===== src/rtl/port_zone_bridge.sv =====
// port_zone_bridge: 68K PORT zone to memory-arbiter req/ack bridge; optional PORT_TIMEOUT_EN adds a forced-completion watchdog
module port_zone_bridge #(
  parameter int          ADDR_W  = 19,
  parameter int          TIMEOUT = 1023,
  parameter logic [15:0] TO_DATA = 16'hFFFF
) (
  input  logic              CLK,
  input  logic              nRESET,
  input  logic              nAS,
  input  logic              RW,
  input  logic              nUDS,
  input  logic              nLDS,
  input  logic              nPORT_ZONE,
  input  logic [ADDR_W-1:0] M68K_ADDR,
  input  logic [15:0]       M68K_DATA_IN,
  output logic [15:0]       PORT_DATA_OUT,
  output logic              MEM_REQ,
  output logic              MEM_WE,
  output logic [ADDR_W-1:0] MEM_ADDR,
  output logic [15:0]       MEM_WDATA,
  output logic [1:0]        MEM_BE,
  input  logic              MEM_ACK,
  input  logic [15:0]       MEM_RDATA,
  output logic              PDTACK,
  output logic              nPWAIT0,
  output logic              nPWAIT1,
  output logic              TIMEOUT_ERR
);
  typedef enum logic [2:0] {IDLE, REQ, WAIT_ACK, HOLD, ABORT} state_t;
  state_t state, state_nx;
  logic [1:0] as_q, rw_q, uds_q, lds_q, zone_q;
  logic as_s, rw_s, uds_s, lds_s, zone_s;
  logic start, waiting, ack_live, to_hit;
  assign as_s     = as_q[1];
  assign rw_s     = rw_q[1];
  assign uds_s    = uds_q[1];
  assign lds_s    = lds_q[1];
  assign zone_s   = zone_q[1];
  assign start    = (state == IDLE) & ~as_s & ~zone_s & (~uds_s | ~lds_s);
  assign waiting  = (state == WAIT_ACK) | (state == ABORT);
  assign ack_live = MEM_ACK & ((state == REQ) | (state == WAIT_ACK));
  // two-flop synchronisers for the asynchronous 68K bus controls (idle-high)
  always_ff @(posedge CLK or negedge nRESET)
    if (!nRESET) begin
      as_q   <= 2'b11;
      rw_q   <= 2'b11;
      uds_q  <= 2'b11;
      lds_q  <= 2'b11;
      zone_q <= 2'b11;
    end else begin
      as_q   <= {as_q[0], nAS};
      rw_q   <= {rw_q[0], RW};
      uds_q  <= {uds_q[0], nUDS};
      lds_q  <= {lds_q[0], nLDS};
      zone_q <= {zone_q[0], nPORT_ZONE};
    end
`ifdef PORT_TIMEOUT_EN
  logic [9:0] cnt;
  // watchdog counts WAIT_ACK/ABORT cycles, restarting with every new request
  always_ff @(posedge CLK or negedge nRESET)
    if (!nRESET) cnt <= '0;
    else if (start) cnt <= '0;
    else if (waiting) cnt <= cnt + 10'd1;
  assign to_hit = waiting & ~MEM_ACK & (cnt == 10'(TIMEOUT - 1));
`else
  assign to_hit = 1'b0;
`endif
  // state register
  always_ff @(posedge CLK or negedge nRESET)
    if (!nRESET) state <= IDLE;
    else state <= state_nx;
  // next state: an ack always beats a simultaneous nAS release
  always_comb begin
    state_nx = state;
    case (state)
      IDLE:     state_nx = start ? REQ : IDLE;
      REQ:      state_nx = MEM_ACK ? HOLD : WAIT_ACK;
      WAIT_ACK: state_nx = (MEM_ACK | to_hit) ? HOLD : as_s ? ABORT : WAIT_ACK;
      HOLD:     state_nx = as_s ? IDLE : HOLD;
      ABORT:    state_nx = (MEM_ACK | to_hit) ? IDLE : ABORT;
      default:  state_nx = IDLE;
    endcase
  end
  // bus-facing outputs decoded from the registered state
  always_comb begin
    MEM_REQ = (state == REQ) | waiting;
    PDTACK  = state == HOLD;
    nPWAIT1 = 1'b1;
    nPWAIT0 = ~MEM_REQ;
  end
  // request attributes latched at start; read data only from live read acks or a read timeout
  always_ff @(posedge CLK or negedge nRESET)
    if (!nRESET) begin
      MEM_ADDR      <= '0;
      MEM_WE        <= 1'b0;
      MEM_BE        <= 2'b00;
      MEM_WDATA     <= '0;
      PORT_DATA_OUT <= '0;
      TIMEOUT_ERR   <= 1'b0;
    end else begin
      if (start) begin
        MEM_ADDR <= M68K_ADDR;
        MEM_WE   <= ~rw_s;
        MEM_BE   <= {~uds_s, ~lds_s};
        if (!rw_s) MEM_WDATA <= M68K_DATA_IN;
      end
      if (ack_live & ~MEM_WE) PORT_DATA_OUT <= MEM_RDATA;
      else if (to_hit & (state == WAIT_ACK) & ~MEM_WE) PORT_DATA_OUT <= TO_DATA;
      TIMEOUT_ERR <= to_hit;
    end
endmodule


===== config.mk =====
export PLATFORM = sky130hd
export DESIGN_NAME = port_zone_bridge
export DESIGN_NICKNAME = d
export VERILOG_FILES = /design/src/rtl/port_zone_bridge.sv
export SDC_FILE = /design/constraint.sdc
export NUM_CORES = 1
export LEC_CHECK = 0
export BUFFER_PORTS_ARGS = -buffer_cell sky130_fd_sc_hd__clkbuf_2
export CORE_UTILIZATION = 50
export CTS_BUF_LIST = sky130_fd_sc_hd__clkbuf_8 sky130_fd_sc_hd__clkbuf_16
export DETAILED_ROUTE_END_ITERATION = 12
export PLACE_DENSITY = 0.86
export SYNTH_ARGS = -nofsm -noshare
export SYNTH_HDL_FRONTEND = slang
export SYNTH_SLANG_ARGS = --single-unit

===== constraint.sdc =====
create_clock -name CLK -period 4.9 [get_ports CLK]
set_clock_uncertainty 0.2 [all_clocks]
set_input_delay 0.735 -clock CLK [delete_from_list [all_inputs] [get_ports CLK]]
set_output_delay 0.735 -clock CLK [all_outputs]
set_load 0.005 [all_outputs]

==> metrics.csv, run 1 <==
metric,value,unit
status,completed,
Clock Latency Late Sink,320,ps
maximum clock path buffer count,2,
Worst Setup End Kind,output port,
# setup viols final,0,
DR iter-0 viols,81,
detailed-router iteration count before antenna repair,4,
GRT Util Overall,18.2,%
Die Wd,75.3,um
max cap viols,0,
worst r2r src,state[0],
hold path cells,0,
antenna violations before repair,0,
Post-Route Utilization,67.2,%
Tmin final,2350,ps
worst setup path startpoint,state[0],
Mapped Area,2680,um^2
routed vias,1653,
setup TNS,0,ps
placed cells,336,
Seq cells post-synth,67,
Yosys cell types,25,
PD cells,619,nW/um^2
HP Class,reg -> reg,
crit share post-route,48.0,%
CP arrival,1420,ps
Worst Setup Start Kind,flip-flop,
Max-slew headroom,45.3,%
clock sink count,67,
first-pass GRT wire length,7.38,mm
CTS H-tree depth,3,
Die H,75.3,um
R2R cell count,3,
fmax,425,MHz
CP required,3960,ps
area of the die,5660,um^2
post-synthesis cell count,159,
Syn Area/Cell,16.9,um^2
hold endpoint,uds_q[1],
CP Class,reg -> out,
vias per cell,4.70,
core area,5140,um^2
Top Ports,118,
share of cells above drive strength 1,70.6,%
Post-Route WL,4.89,mm
vias in the first global route,1524,
Tightest Pin Transition,820,ps
RSZ-0062 raised after global routing,false,
DR WL/cell,13.9,um
Starting Density,52.2,%
CTS root buffer,clkbuf_8,
sequential fraction of the synthesis area,62.9,%
postcts setup bufs,0,
Critical Path Fanout Max,9,
largest net degree at the start of global routing,68,
TritonCTS clock tree,yes,
grt total ovfl,0,
register area,1690,um^2
fin nets,336,
DR DRC count,0,
Mapped Nets,218,
Fin. Hold Viols,0,
Lkg Pwr,1.82,nW
PortBufs,115,
post-CTS resize count,0,
"non-filler cells, final",352,
# fillers,393,
Rows,26,
routability cong.,0.709,
fin. max-slew vios,0,
Pwr Total,0.00214,W
hold path start,uds_q[0],
Critical R2R Capture,MEM_ADDR[12],
R2R setup slack,3000,ps
Worst VDD drop,331,uV
Synth warnings,0,
Hold Buf Count CTS,0,
CTS Buf Count,9,
Multi-input gate area,886,um^2
Ant. Diodes,0,
clk slew on worst S/H paths,70,ps
HPWL Detailed,3.51,mm
Layout Area Growth over Synthesis,28.7,%
Detail Route Antenna Nets,0,
-- registers in the layout, indices dropped and copies added (netlist names) --
register and flops:
MEM_BE 2, PORT_DATA_OUT 16, MEM_WE 1, rw_q 2
MEM_WDATA 16, MEM_ADDR 19, as_q 2, lds_q 2
zone_q 2, uds_q 2, state 3
-- worst max path at each step --
stage                    to  slack [ps]  depth (start not counted)
finish              nPWAIT0        2550                          4
global route        nPWAIT0        2470                          4
CTS                 nPWAIT0        2530                          4
detailed placement  nPWAIT0        2890                          4
global placement    nPWAIT0        2930                          4
floorplan           nPWAIT0        3050                          4
-- cell families (layout without fill, tap and decap cells) --
group / Yosys count / after routing / share of synthesized area (%)
and+or+nand+nor: 12 / 12 / 3.50
AOI/OAI and AO/OA: 10 / 10 / 2.84
other: 2 / 2 / 0.280
xor gates and xnor gates: 1 / 1 / 0.606
DFF: 67 / 67 / 62.9
muxes: 53 / 53 / 25.8
buffers and inverters: 14 / 137 / 4.06
-- power by group --
group / total [W] / internal (W) / switching, W
clock network: 0.000416 / 0.000212 / 0.000204
logic: 0.000762 / 0.000482 / 0.000281
registers: 0.000959 / 0.000801 / 0.000158
-- worst max-delay path: stages (launching register included) --
cell	delay (ps)
dfrtp_1	510
xor2_2	240
o21a_1	200
inv_1	50
clkbuf_2	100
-- per-layer routing --
layer  track usage (%)  vias up  share of wire (%)
met5                 0        -                  0
met4              8.02        0               0.92
met3              5.09        4                5.3
met2              29.7       63                 53
met1              22.8      813                 41
li1                  -      773                  -
-- cells in the final DEF (no fill, tap or decap), types with 3 or more instances in the layout --
cell type / n
mux2_4: 26
a21oi_1: 3
mux2_2: 25
clkbuf_2: 114
dfrtp_1: 57
clkbuf_8: 11
inv_1: 5
dfstp_2: 10
-- layout make-up --
cell class	instances	share of cell area, %
Sequential cell	67	48.9
Multi-Input combinational cell	78	25.7
Timing Repair Buffer	116	16.9
Clock buffer	11	4.38
Tap cell	70	2.54
Clock inverter	5	1.09
Inverter	5	0.543
-- per-stage QoR --
stage | setup WS [ps] | hold WS (ps) | instance area (um^2)
after global routing | 2470 | 160 | 3450
after floorplan | 3050 | 145 | 2680
after global placement | 2930 | 146 | 3260
final | 2550 | 156 | 3450
after CTS | 2530 | 157 | 3450
after detailed placement | 2890 | 147 | 3260
-- synth_stat cells --
| library cell | number | area share, % |
|---|---|---|
| a211oi_1 | 1 | 0.28 |
| a211oi_4 | 1 | 0.75 |
| a21oi_1 | 3 | 0.56 |
| a22o_1 | 1 | 0.33 |
| and3b_1 | 1 | 0.33 |
| buf_4 | 3 | 0.84 |
| buf_6 | 6 | 2.5 |
| conb_1 | 2 | 0.28 |
| dfrtp_1 | 57 | 53 |
| dfstp_2 | 10 | 9.8 |
| inv_1 | 5 | 0.70 |
| mux2_2 | 25 | 10 |
| mux2_4 | 26 | 15 |
| mux2i_1 | 2 | 0.75 |
| nand2_1 | 2 | 0.28 |
| nand2_4 | 2 | 0.84 |
| nand3_2 | 1 | 0.37 |
| nor2_1 | 2 | 0.28 |
| nor2b_1 | 1 | 0.23 |
| nor3_1 | 2 | 0.37 |
| nor4_4 | 1 | 0.79 |
| o21a_1 | 1 | 0.28 |
| o21ai_0 | 2 | 0.37 |
| o31ai_1 | 1 | 0.28 |
| xor2_2 | 1 | 0.61 |
No activity file was read; power rests on OpenSTA's default activity.
==> inputs of run 2 (changes only) <==
Settings changed: ABC_AREA from default to 1, CORE_UTILIZATION 50 to 47, PLACE_DENSITY 0.86 to 0.82.
Clock period 4.9 ns to 2.2 ns, I/O delays scaled along.
==> run 2 against run 1 <==
Net effect: routed wire length is 27% higher; clock power grew 120%; final cell count rose by 38%; die area up 6.1%; via count is 44% higher; area after synthesis is 0.14% lower; non-clock buffer count up 27; clock-buffer cell count rose by 1; combinational power up 110%; global-route usage increased by 4.0 points; synthesized cell count grew 72%.
==> metrics.csv, run 2 <==
metric,value,unit
CP Class,reg -> out,
worst r2r src,state[0],
max reg flops,19,
Place WS,447,ps
Rows,27,
post-CTS resize count,0,
R2R cell count,6,
CP required,1670,ps
DR iter-0 viols,146,
placed cells,449,
Syn Area/Cell,9.82,um^2
hold path start,M68K_ADDR[15],
"commonest non-fill, non-tap cell in the layout",clkbuf_2,
DR WL/cell,12.7,um
crit share post-route,85.3,%
"EDFF count, synth",0,
maximum clock path buffer count,2,
first-pass GRT wire length,10.2,mm
detailed-router iteration count before antenna repair,4,
# fillers,475,
share of cells above drive strength 1,36.6,%
crit-path cells,"inv_1, nand3_1, nand3_1, inv_1, clkbuf_2",
CTS Buf Count,9,
Post-Route WL,6.21,mm
register area,1690,um^2
Synth top cells by count,"nand2_1, dfrtp_1, nand3_1",
largest net degree at the start of global routing,68,
cell taking the most area after synthesis,dfrtp_1,
Clock Latency Late Sink,340,ps
R2R setup slack,440,ps
DR DRC count,0,
Yosys cell types,25,
routability cong.,0.795,
sequential fraction of the synthesis area,63.0,%
Top Registers,"MEM_ADDR x19, MEM_WDATA x16, PORT_DATA_OUT x16",
Worst Setup End Kind,output port,
hold endpoint,MEM_ADDR[15],
Seq cells post-synth,67,
Detail Route Antenna Nets,0,
most common cell in the netlist,nand2_1,
antenna violations before repair,0,
Layout Area Growth over Synthesis,37.2,%
Multi-input gate area,831,um^2
crit path buf inv count,3,
Mapped Nets,332,
grt total ovfl,0,
Starting Density,48.7,%
CP arrival,1350,ps
PD cells,1240,nW/um^2
Lkg Pwr,2.02,nW
Ant. Diodes,0,
Mapped Area,2680,um^2
Worst VDD drop,677,uV
"Design Area, Final",3680,um^2
Crit path max-delay family,flip-flops,
routed vias,2376,
Tmin final,1880,ps
area post-placement,3270,um^2
# setup viols final,0,
most frequent cells in the layout,"clkbuf_2, nand2_1, dfrtp_1",
Die H,77.5,um
Top Ports,118,
PortBufs,115,
vias in the first global route,2264,
fmax,533,MHz
Critical Path Fanout Max,3,
Worst Setup Start Kind,flip-flop,
post-synth top area share,53.2,%
RSZ-0062 raised after global routing,false,
status,completed,
Critical R2R Capture,MEM_WDATA[0],
max cap viols,0,
Synth warnings,0,
clk slew on worst S/H paths,60,ps
CTS H-tree depth,3,
"Most flops, register",MEM_ADDR,
HPWL Detailed,4.07,mm
async set-reset flop share out of synthesis,100,%
fin. max-slew vios,0,
clock sink count,67,
setup TNS,0,ps
Area contributors post-synth,"dfrtp_1, nand2_1, dfstp_2",
Fin. Hold Viols,0,
area of the die,6010,um^2
GRT Util Overall,22.2,%
Post-synth top flop,dfrtp_1,
hold path cells,3,
post-synthesis cell count,273,
CTS root buffer,clkbuf_8,
"non-filler cells, final",487,
fin nets,469,
core area,5510,um^2
vias per cell,4.88,
final worst slack,323,ps
TritonCTS clock tree,yes,
HP Class,in -> reg,
Critical Path Max Stage Delay,420,ps
Die Wd,77.5,um
CP max stage cell,dfrtp_1,
[run 2: cell families (layout without fill, tap and decap cells)]
kind of cell	after synthesis	in the layout	share of synthesized area, %
AND/OR/NAND/NOR	155	155	26.1
flip-flops	67	67	63.0
buffers and inverters	25	167	5.98
AO/OA/AOI/OAI	24	24	4.58
other	2	2	0.280
[run 2: report_power, final]
| part | total [W] | switching [W] | internal (W) |
|---|---|---|---|
| logic | 0.00160 | 0.000905 | 0.000693 |
| registers | 0.00205 | 0.000292 | 0.00176 |
| clock network | 0.000922 | 0.000432 | 0.000490 |
| total | 0.00457 | 0.00163 | 0.00294 |
[run 2: worst max path at each step]
stage | from | to | slack [ps] | cells after the start
floorplan | uds_q[1] | MEM_WE | 780 | 7
global placement | state[2] | MEM_WDATA[11] | 520 | 6
detailed placement | state[0] | MEM_WDATA[0] | 450 | 6
CTS | state[1] | nPWAIT0 | 340 | 5
global route | state[1] | nPWAIT0 | 250 | 5
finish | state[1] | nPWAIT0 | 320 | 5
[run 2: timing repair]
item	in CTS	in global routing
hold buffers	21	1
endpoints found under the hold margin	77	1
buffers inserted	0	0
[run 2: cell type report]
type                       instances  share of cell area [%]
tap                               72                    2.45
clock inverter                     4                   0.477
clock buffer                      12                    4.49
multi-input combinational        181                    22.6
sequential                        67                    45.9
timing repair buffer             143                    23.2
inverter                           8                   0.817
[run 2: worst min-delay path, delay by kind of cell]
kind / cells / cell delay, ps
buffers and inverters: 1 / 80
AND/OR/NAND/NOR: 2 / 90
[run 2: per-stage QoR]
| stage | hold WS [ps] | total power [W] | util [%] |
|---|---|---|---|
| finish | 11.2 | 0.00457 | 66.8 |
| global route | 22.2 | 0.00491 | 66.8 |
| CTS | 2.16 | 0.00458 | 66.6 |
| detailed placement | 147 | 0.00363 | 59.4 |
| global placement | 146 | 0.00355 | 59.4 |
| floorplan | -166 | 0.00287 | - |
[run 2: layer usage]
layer	up-vias	wire, um	GRT usage [%]
li1	1156	-	-
met3	14	302	4.35
met5	-	0	0
met2	86	3150	37.7
met1	1120	2610	26.4
met4	0	146	12.3
